## config.mk

```make
export PLATFORM = sky130hd
export DESIGN_NAME = riscv_hazard_unit
export DESIGN_NICKNAME = d
export VERILOG_FILES = /design/src/rtl/riscv_hazard_unit.sv
export SDC_FILE = /design/constraint.sdc
export NUM_CORES = 1
export LEC_CHECK = 0
export BUFFER_PORTS_ARGS = -buffer_cell sky130_fd_sc_hd__buf_2
export CORE_MARGIN = 5
export CORE_UTILIZATION = 48
export CTS_CLUSTER_SIZE = 14
export DETAILED_ROUTE_END_ITERATION = 16
export GPL_TIMING_DRIVEN = 0
export PLACE_DENSITY_LB_ADDON = 0.05
export SLEW_MARGIN = 5
export SYNTH_ARGS = -nofsm -noshare
export SYNTH_HDL_FRONTEND = slang
export SYNTH_SLANG_ARGS = --single-unit
```

## constraint.sdc

```tcl
create_clock -name clk_i -period 3.4 [get_ports clk_i]
set_input_delay 0.68 -clock clk_i [delete_from_list [all_inputs] [get_ports clk_i]]
set_output_delay 0.68 -clock clk_i [all_outputs]
set_load 0.05 [all_outputs]
```

## src/rtl/riscv_hazard_unit.sv

```systemverilog
// Pipeline hazard controller for the 5-stage RISC-V core.
// Forwarding, load-use and legacy RAW stalls, branch flushes, MC wait, mem freeze.
module riscv_hazard_unit #(
    parameter int REG_AW = 5,
    parameter int FWD_EN = 1,
    parameter int MC_MAX = 64,
    parameter int CNT_W  = 16
) (
    input  logic              clk_i,
    input  logic              rst_i,
    input  logic [REG_AW-1:0] ID_rs1_i,
    input  logic [REG_AW-1:0] ID_rs2_i,
    input  logic              ID_rs1_use_i,
    input  logic              ID_rs2_use_i,
    input  logic [REG_AW-1:0] EX_rs1_i,
    input  logic [REG_AW-1:0] EX_rs2_i,
    input  logic [REG_AW-1:0] EX_rd_i,
    input  logic              EX_RegWr_en,
    input  logic              EX_MemRd_i,
    input  logic [REG_AW-1:0] MEM_rd_i,
    input  logic              MEM_RegWr_en,
    input  logic [REG_AW-1:0] WB_rd_i,
    input  logic              WB_RegWr_en,
    input  logic              EX_branch_taken_i,
    input  logic              EX_mc_start_i,
    input  logic              EX_mc_done_i,
    input  logic              MEM_busy_i,
    input  logic              cnt_clr_i,
    output logic              PC_stall_o,
    output logic              IFID_stall_o,
    output logic              IDEX_stall_o,
    output logic              EXMEM_stall_o,
    output logic              WB_stall_o,
    output logic              IFID_flush_o,
    output logic              IDEX_flush_o,
    output logic              EXMEM_flush_o,
    output logic              WB_flush_o,
    output logic [1:0]        fwd_a_sel_o,
    output logic [1:0]        fwd_b_sel_o,
    output logic              mc_timeout_o,
    output logic [CNT_W-1:0]  stall_cnt_o
);

    localparam int MCW = (MC_MAX < 2) ? 1 : $clog2(MC_MAX);
    localparam logic [MCW-1:0] LAST = MCW'(MC_MAX - 1);

    typedef enum logic {ST_RUN, ST_MC_WAIT} state_t;

    state_t           r_state;
    state_t           w_state_nxt;
    logic [MCW-1:0]   r_mc_cnt;
    logic             r_timeout;
    logic [CNT_W-1:0] r_stall_cnt;

    logic w_mem_a, w_mem_b, w_wb_a, w_wb_b;
    logic w_id_ex, w_id_mem, w_id_wb;
    logic w_ld_use, w_raw;
    logic w_mc_enter, w_mc_stall, w_mc_last;

    // Hazard detection terms; x0 and non-writing stages never match
    always_comb begin
        w_mem_a  = MEM_RegWr_en && (MEM_rd_i != '0) && (MEM_rd_i == EX_rs1_i);
        w_mem_b  = MEM_RegWr_en && (MEM_rd_i != '0) && (MEM_rd_i == EX_rs2_i);
        w_wb_a   = WB_RegWr_en && (WB_rd_i != '0) && (WB_rd_i == EX_rs1_i);
        w_wb_b   = WB_RegWr_en && (WB_rd_i != '0) && (WB_rd_i == EX_rs2_i);
        w_id_ex  = EX_RegWr_en && (EX_rd_i != '0) &&
                   ((ID_rs1_use_i && (ID_rs1_i == EX_rd_i)) ||
                    (ID_rs2_use_i && (ID_rs2_i == EX_rd_i)));
        w_id_mem = MEM_RegWr_en && (MEM_rd_i != '0) &&
                   ((ID_rs1_use_i && (ID_rs1_i == MEM_rd_i)) ||
                    (ID_rs2_use_i && (ID_rs2_i == MEM_rd_i)));
        w_id_wb  = WB_RegWr_en && (WB_rd_i != '0) &&
                   ((ID_rs1_use_i && (ID_rs1_i == WB_rd_i)) ||
                    (ID_rs2_use_i && (ID_rs2_i == WB_rd_i)));
        w_ld_use = (FWD_EN != 0) && EX_MemRd_i && w_id_ex;
        w_raw    = (FWD_EN == 0) && (w_id_ex || w_id_mem || w_id_wb);
        w_mc_enter = (r_state == ST_RUN) && EX_mc_start_i && !EX_mc_done_i;
        w_mc_last  = (r_state == ST_MC_WAIT) && !EX_mc_done_i &&
                     (r_mc_cnt == LAST);
        w_mc_stall = w_mc_enter ||
                     ((r_state == ST_MC_WAIT) && !EX_mc_done_i);
    end

    // Prioritised stall/flush/forward outputs, all forced low in reset
    always_comb begin
        PC_stall_o    = 1'b0;
        IFID_stall_o  = 1'b0;
        IDEX_stall_o  = 1'b0;
        EXMEM_stall_o = 1'b0;
        WB_stall_o    = 1'b0;
        IFID_flush_o  = 1'b0;
        IDEX_flush_o  = 1'b0;
        EXMEM_flush_o = 1'b0;
        WB_flush_o    = 1'b0;
        fwd_a_sel_o   = 2'b00;
        fwd_b_sel_o   = 2'b00;
        if (!rst_i) begin
            if (FWD_EN != 0) begin
                fwd_a_sel_o = w_mem_a ? 2'b01 : (w_wb_a ? 2'b10 : 2'b00);
                fwd_b_sel_o = w_mem_b ? 2'b01 : (w_wb_b ? 2'b10 : 2'b00);
            end
            if (MEM_busy_i) begin
                PC_stall_o    = 1'b1;
                IFID_stall_o  = 1'b1;
                IDEX_stall_o  = 1'b1;
                EXMEM_stall_o = 1'b1;
                WB_flush_o    = 1'b1;
            end else if (w_mc_stall) begin
                PC_stall_o    = 1'b1;
                IFID_stall_o  = 1'b1;
                IDEX_stall_o  = 1'b1;
                EXMEM_flush_o = 1'b1;
            end else if (EX_branch_taken_i) begin
                IFID_flush_o  = 1'b1;
                IDEX_flush_o  = 1'b1;
            end else if (w_ld_use || w_raw) begin
                PC_stall_o    = 1'b1;
                IFID_stall_o  = 1'b1;
                IDEX_flush_o  = 1'b1;
            end
        end
    end

    // Next state; a data-memory stall freezes the FSM
    always_comb begin
        w_state_nxt = r_state;
        if (!MEM_busy_i) begin
            if (r_state == ST_RUN) begin
                if (w_mc_enter) w_state_nxt = ST_MC_WAIT;
            end else if (EX_mc_done_i || w_mc_last) begin
                w_state_nxt = ST_RUN;
            end
        end
    end

    // State, wait counter and timeout pulse registers
    always_ff @(posedge clk_i or posedge rst_i) begin
        if (rst_i) begin
            r_state   <= ST_RUN;
            r_mc_cnt  <= '0;
            r_timeout <= 1'b0;
        end else begin
            r_state   <= w_state_nxt;
            r_timeout <= !MEM_busy_i && w_mc_last;
            if (!MEM_busy_i) begin
                if (w_mc_enter)
                    r_mc_cnt <= '0;
                else if (w_mc_stall && !w_mc_last)
                    r_mc_cnt <= r_mc_cnt + MCW'(1);
            end
        end
    end

    // Saturating count of PC-stall cycles; clear wins over increment
    always_ff @(posedge clk_i or posedge rst_i) begin
        if (rst_i)
            r_stall_cnt <= '0;
        else if (cnt_clr_i)
            r_stall_cnt <= '0;
        else if (PC_stall_o && !(&r_stall_cnt))
            r_stall_cnt <= r_stall_cnt + CNT_W'(1);
    end

    assign mc_timeout_o = r_timeout;
    assign stall_cnt_o  = r_stall_cnt;

endmodule

```

==> results of run 1 <==
## worst max-delay path: cells and delay by family
| kind | cells | cell delay (ns) |
|---|---|---|
| and+or+nand+nor | 3 | 0.96 |
| AOI/OAI and AO/OA | 1 | 0.36 |
| buffers and inverters | 2 | 0.42 |
## final timing paths
kind / end / slack, ns / cells past startpoint
max in group asynchronous: stall_cnt_o[2] / 2.62 / 2
setup reg to reg: stall_cnt_o[6] / 1.22 / 6
min in group clk_i: r_mc_cnt[5] / 0.49 / 1
hold reg to reg: r_mc_cnt[5] / 0.49 / 1
setup / recovery: fwd_b_sel_o[1] / 0.29 / 6
hold / removal: stall_cnt_o[4] / 0.46 / 2
## kinds of logic (layout without fill, tap and decap cells)
kind of cell,after synthesis,in the layout
buf+inv,15,94
compound gates,47,47
mux,5,5
fa+ha+maj,2,2
xor+xnor,30,30
simple gates,97,97
flops,24,24
other cells,1,1
## registers in the layout, indices dropped and copies added, names as in the netlist
signal	count
mc_timeout_o	1
r_mc_cnt	6
r_state	1
stall_cnt_o	16
## Yosys cell counts, drive strengths merged (3+ instances only)
library cell / instances
or4: 13
and3: 7
o21ai: 12
o31ai: 10
a21oi: 12
nor2b: 5
dfrtp: 24
nand2: 16
nor4: 4
nor3: 6
nand3: 15
mux2: 5
inv: 4
nand4: 4
nor2: 16
xnor2: 20
nand2b: 3
buf: 8
clkbuf: 3
xor2: 10
## final cells by class
class / count / area [µm²] / share of cell area [%]
Multi-Input combinational cell: 182 / 1220 / 50.4
Sequential cell: 24 / 601 / 24.7
Timing Repair Buffer: 75 / 375 / 15.4
Buffer: 11 / 80.1 / 3.30
Tap cell: 48 / 60.1 / 2.47
Clock buffer: 3 / 41.3 / 1.70
Clock inverter: 1 / 30.0 / 1.24
Inverter: 4 / 18.8 / 0.772
## routing by layer
| layer | up-vias | share of wire (%) | GRT usage (%) |
|---|---|---|---|
| li1 | 977 | - | - |
| met1 | 862 | 44 | 23.1 |
| met2 | 47 | 51 | 32.9 |
| met3 | 4 | 4.5 | 3.31 |
| met4 | 0 | 0.43 | 2.46 |
| met5 | - | 0 | 0 |
## stage by stage
stage | util, % | std cells | hold slack (ns) | area [µm²] | worst slack (ns)
2_1_floorplan | - | 221 | 0.437 | 1920 | 0.0540
3_3_place_gp | 62.9 | 344 | 0.464 | 2350 | -0.115
3_5_place_dp | 62.9 | 344 | 0.470 | 2350 | -0.142
4_1_cts | 64.9 | 348 | 0.476 | 2430 | 0.268
5_1_grt | 64.9 | 348 | 0.503 | 2430 | 0.146
6_report | 64.9 | 348 | 0.460 | 2430 | 0.289
## report_power, final
part	leakage, nW	internal, W	switching, W
registers	0.329	0.000306	0.0000211
clock network	0.0357	0.000157	0.0000909
logic	0.741	0.0000853	0.000125
total	1.11	0.000549	0.000237
==> results.toml, run 1 <==
[worst_setup_path]
rr_startpoint = "stall_cnt_o[0]"
end_kind = "output pin"
path_max_fanout = 4
worstSetupPathType = "primary input to output pin"
crit_start = "MEM_rd_i[1]"
cp_cell_sequence = "buf_2 -> or4_1 -> o21ai_0 -> nor3_1 -> nor4_4 -> buf_2"
critPathArrivalTime_ns = 2.43
crit_top_cell = "buf_2"
crit_slowest_cell = "or4_1"
cp_data_required_time_ns = 2.72
critical_path.startpoint_type = "primary input"
critPathMaxStageDelay_ns = 0.52

[drt]
drt_iter0_markers = 103
finalWirelength_um = 4870
drcViolationCount = 0
drtAntennaViolNets = 0
dr.pass1.iters = 4
wl_per_cell_um = 14.0
routed_via_density = 5.43
vias = 1890

[global_route]
antenna_found_initial = 0
grt.overflow.total = 0
grt_max_degree = 27
grt_pass1_vias = 1791
track_usage_pct = 18.2
grt_pass1_wl_um = 7850

[yosys]
synth_seq_cells = 24
avgSynthCellArea_um2 = 8.53
synth-simple-area-share_pct = 28.2
synthArstFlopShare_pct = 100
synth_mux_area_share_pct = 2.99
synthXorXnorAreaFrac_pct = 13.9
yosysTopAreaCell = "dfrtp_1"
synth_fp_nets = 271
synth-edff-count = 0
synth_compound_area_share_pct = 16.5
syn_inst = 221
syn_area_mm2 = 0.00188
synth.distinct_cells = 42
synth_top_area_share_pct = 31.9
synthFlopType = "dfrtp_1"
ys_warn_count = 0
seq_area_frac_synth_pct = 31.9
synth_fa_ha_area_share_pct = 1.33
synth.area.top_cells = "dfrtp_1 32%, xnor2_1 9.3%, or4_1 5.2%, xor2_1 4.6%, nand3_1 4.0%"
synth_top_family_by_area = "simple AND/OR/NAND/NOR gates"

[min_path]
hp-class = "primary input to async pin"

[power]
finalPower_w = 0.000786
peakVddDrop_uv = 297
power_density_mw_per_mm2 = 323
leakagePower_nw = 1.11

[finish]
fill_cells = 354
nets = 351
diodes = 0
layout_common_cells = "76 x buf_2, 24 x dfrtp_1, 20 x xnor2_1"
drive_above_1_share_pct = 32.7
layout_commonest_cell = "buf_2"
area_growth_pct = 29.0

[sta]
min_period_over_period_pct = 91.5
final-hold-violation-count = 0
maxSlewViolCount = 0
max_slew.worst_pin.slew_ns = 0.545
finClkSkew_ns = 0.00730
period_needed_ns = 3.11
setup_viol = 0
fmax_mhz = 321
finalSetupTns_ns = 0
rsz0062_at_grt = "false"
slew_headroom_pct = 63.6

[floorplan]
start_util_pct = 50.3
rows = 22
core_area_mm2 = 0.00374
fp.dieW_um = 72.7
die_area_mm2 = 0.00528
pin_count = 78
die_h_um = 72.7

[clock_network]
cts_max_level = 1
tritoncts = "done"
numClockSinks = 24
cts_buffers = 3
cts_hold_buffers = 0
cts_resized = 1
root_buffer = "clkbuf_8"
cts_setup_buffers = 0
insertion_delay_ns = 0.27
clockBufferDepth = 2
path_clk_slew_ns = 0.09

[placement]
gp_congestion = 0.820
dp_hpwl_um = 3980
portBuffers = 75

[job]
maxCapViolCount = 0

[run_status]
outcome = "complete, no violations"
Note: power is estimated with default switching activity, not from simulation.
==> inputs of run 2 (changes only) <==
==> constraint.sdc (replaced) <==
create_clock -name clk_i -period 2.9 [get_ports clk_i]
set_input_delay 0.58 -clock clk_i [delete_from_list [all_inputs] [get_ports clk_i]]
set_output_delay 0.58 -clock clk_i [all_outputs]
set_load 0.05 [all_outputs]
==> run 2 against run 1 <==
  * Clock skew is 0.0047 ns lower
  * Combinational power is 18% higher
  * Final area is 1.0% lower
  * Routed wire length is 0.78% higher
  * Worst setup slack worse by 0.17 ns
  * Critical path depth stayed put
  * Largest cell class unchanged
==> results.toml, run 2 (same netlist as run 1, synthesis figures left out) <==
[job]
maxCapViolCount = 0

[drt]
dr.pass1.iters = 4
wl_per_cell_um = 14.1
drt_iter0_markers = 157
drcViolationCount = 0
vias = 1937
finalWirelength_um = 4910
drtAntennaViolNets = 0
routed_via_density = 5.57

[floorplan]
rows = 22
start_util_pct = 50.3
die_h_um = 72.7
fp.dieW_um = 72.7
core_area_mm2 = 0.00374
pin_count = 78
die_area_mm2 = 0.00528

[clock_network]
cts_max_level = 1
cts_buffers = 3
numClockSinks = 24
insertion_delay_ns = 0.26
root_buffer = "clkbuf_8"
path_clk_slew_ns = 0.08
clockBufferDepth = 2
cts_hold_buffers = 0
tritoncts = "done"
cts_setup_buffers = 0

[sta]
maxSlewViolCount = 0
fmax_mhz = 359
rsz0062_at_grt = "false"
setup_viol = 0
finClkSkew_ns = 0.00257
period_needed_ns = 2.78
final-hold-violation-count = 0
min_period_over_period_pct = 95.9
slew_headroom_pct = 59.1
max_slew.worst_pin.slew_ns = 0.610

[worst_setup_path]
critical_path.startpoint_type = "primary input"
critPathMaxStageDelay_ns = 0.52
rrSetupSlack_ns = 0.67
end_kind = "output pin"
critPathArrivalTime_ns = 2.20
r2r-end = "stall_cnt_o[6]"
cp_top_family = "simple AND/OR/NAND/NOR gates"
cp_data_required_time_ns = 2.32
crit_slowest_cell = "or4_1"
timing.critical_path.buf_inv = 2
cp_cell_sequence = "buf_2 -> or4_1 -> o21ai_1 -> nor3_1 -> nor4_4 -> buf_2"
worstSetupPathType = "primary input to output pin"
ff2ff_path_depth = 6
crit_top_cell = "buf_2"
path_max_fanout = 4
rr_startpoint = "stall_cnt_o[0]"

[power]
power_density_mw_per_mm2 = 345
finalPower_w = 0.000828
p_seq_share_pct = 46.2
clockPowerShare_pct = 23.8
leakagePower_nw = 1.09
power.switching_w = 0.000276
intPower_w = 0.000552
peakVddDrop_uv = 208
swShare_pct = 33.3
p_comb_share_pct = 29.9

[finish]
final_util_pct = 64.2
layout_common_cells = "76 x buf_2, 24 x dfrtp_1, 20 x xnor2_1"
finalNonFillerCells = 348
drive_above_1_share_pct = 32.7
area_growth_pct = 27.6
layout_commonest_cell = "buf_2"
largest_reg_flops = 16
diodes = 0
nets = 352

[placement]
gp_congestion = 0.779
dp_hpwl_um = 3900
portBuffers = 75
dp.cells = 344

[global_route]
top_usage_layer = "met2"
antenna_found_initial = 0
globalRouteMet3Util_pct = 3.72
grt_pass1_vias = 1881
grt_max_degree = 14
track_usage_pct = 19.7
met2_usage_pct = 30.3
grt_pass1_wl_um = 8380
grt.overflow.total = 0
gr-usage-met1_pct = 27.8

[run_status]
outcome = "complete, no violations"

[min_path]
hp-class = "primary input to async pin"
[run 2: cell count changes in the layout (fill, tap and decap cells not counted), sizes merged]
cell and delta:
clkinvlp +1, bufinv -1
[run 2: final cells by class]
class / instances / area (µm²)
Buffer: 11 / 80.1
Sequential cell: 24 / 601
Timing Repair inverter: 1 / 5.00
Multi-Input combinational cell: 182 / 1220
Fill cell: 360 / 1340
Tap cell: 48 / 60.1
Timing Repair Buffer: 75 / 375
Inverter: 4 / 18.8
Clock buffer: 3 / 41.3
[run 2: metal layers]
layer / share of wire (%) / up-vias
met5: 0 / -
met4: 1.4 / 0
met3: 9.1 / 6
met2: 44 / 84
met1: 46 / 868
li1: - / 979
[run 2: worst reg2reg max path: stages (launching register included)]
cell,delay (ns)
dfrtp_1,0.43
ha_1,0.20
nand3_1,0.15
nor3_1,0.48
a32oi_1,0.33
and3_1,0.27
mux2_2,0.26
[run 2: how the worst max path moves through the flow]
stage	from	endpoint	slack, ns	depth (start not counted)
2_1_floorplan	MEM_rd_i[2]	fwd_a_sel_o[0]	-0.03	3
6_report	MEM_rd_i[1]	fwd_a_sel_o[1]	0.12	6
5_1_grt	MEM_rd_i[1]	fwd_b_sel_o[1]	0.02	6
4_1_cts	MEM_rd_i[1]	fwd_a_sel_o[1]	0.11	6
3_5_place_dp	rst_i	fwd_a_sel_o[1]	-0.04	6
3_3_place_gp	rst_i	fwd_a_sel_o[1]	-0.05	6
[run 2: stage by stage]
stage	instance area, µm²	setup slack (ns)	setup TNS [ns]	hold slack [ns]
CTS	2400	0.113	0	0.284
detailed placement	2360	-0.0360	-0.0665	0.465
finish	2400	0.118	0	0.273
floorplan	1920	-0.0326	-0.0651	0.437
global placement	2360	-0.0510	-0.0821	0.467
global route	2400	0.0192	0	0.291
[run 2: what timing repair did]
action | CTS | global route
setup endpoints to repair | 2 | 0
hold endpoints to repair | 0 | 0
resized for setup | 1 | 0
[run 2: power by group through the flow]
stage	logic, W	registers, W	clock network (W)
2_1_floorplan	0.000164	0.000387	0
3_3_place_gp	0.000246	0.000389	0
3_5_place_dp	0.000249	0.000390	0
4_1_cts	0.000251	0.000383	0.000201
5_1_grt	0.000276	0.000387	0.000217
6_report	0.000248	0.000383	0.000197
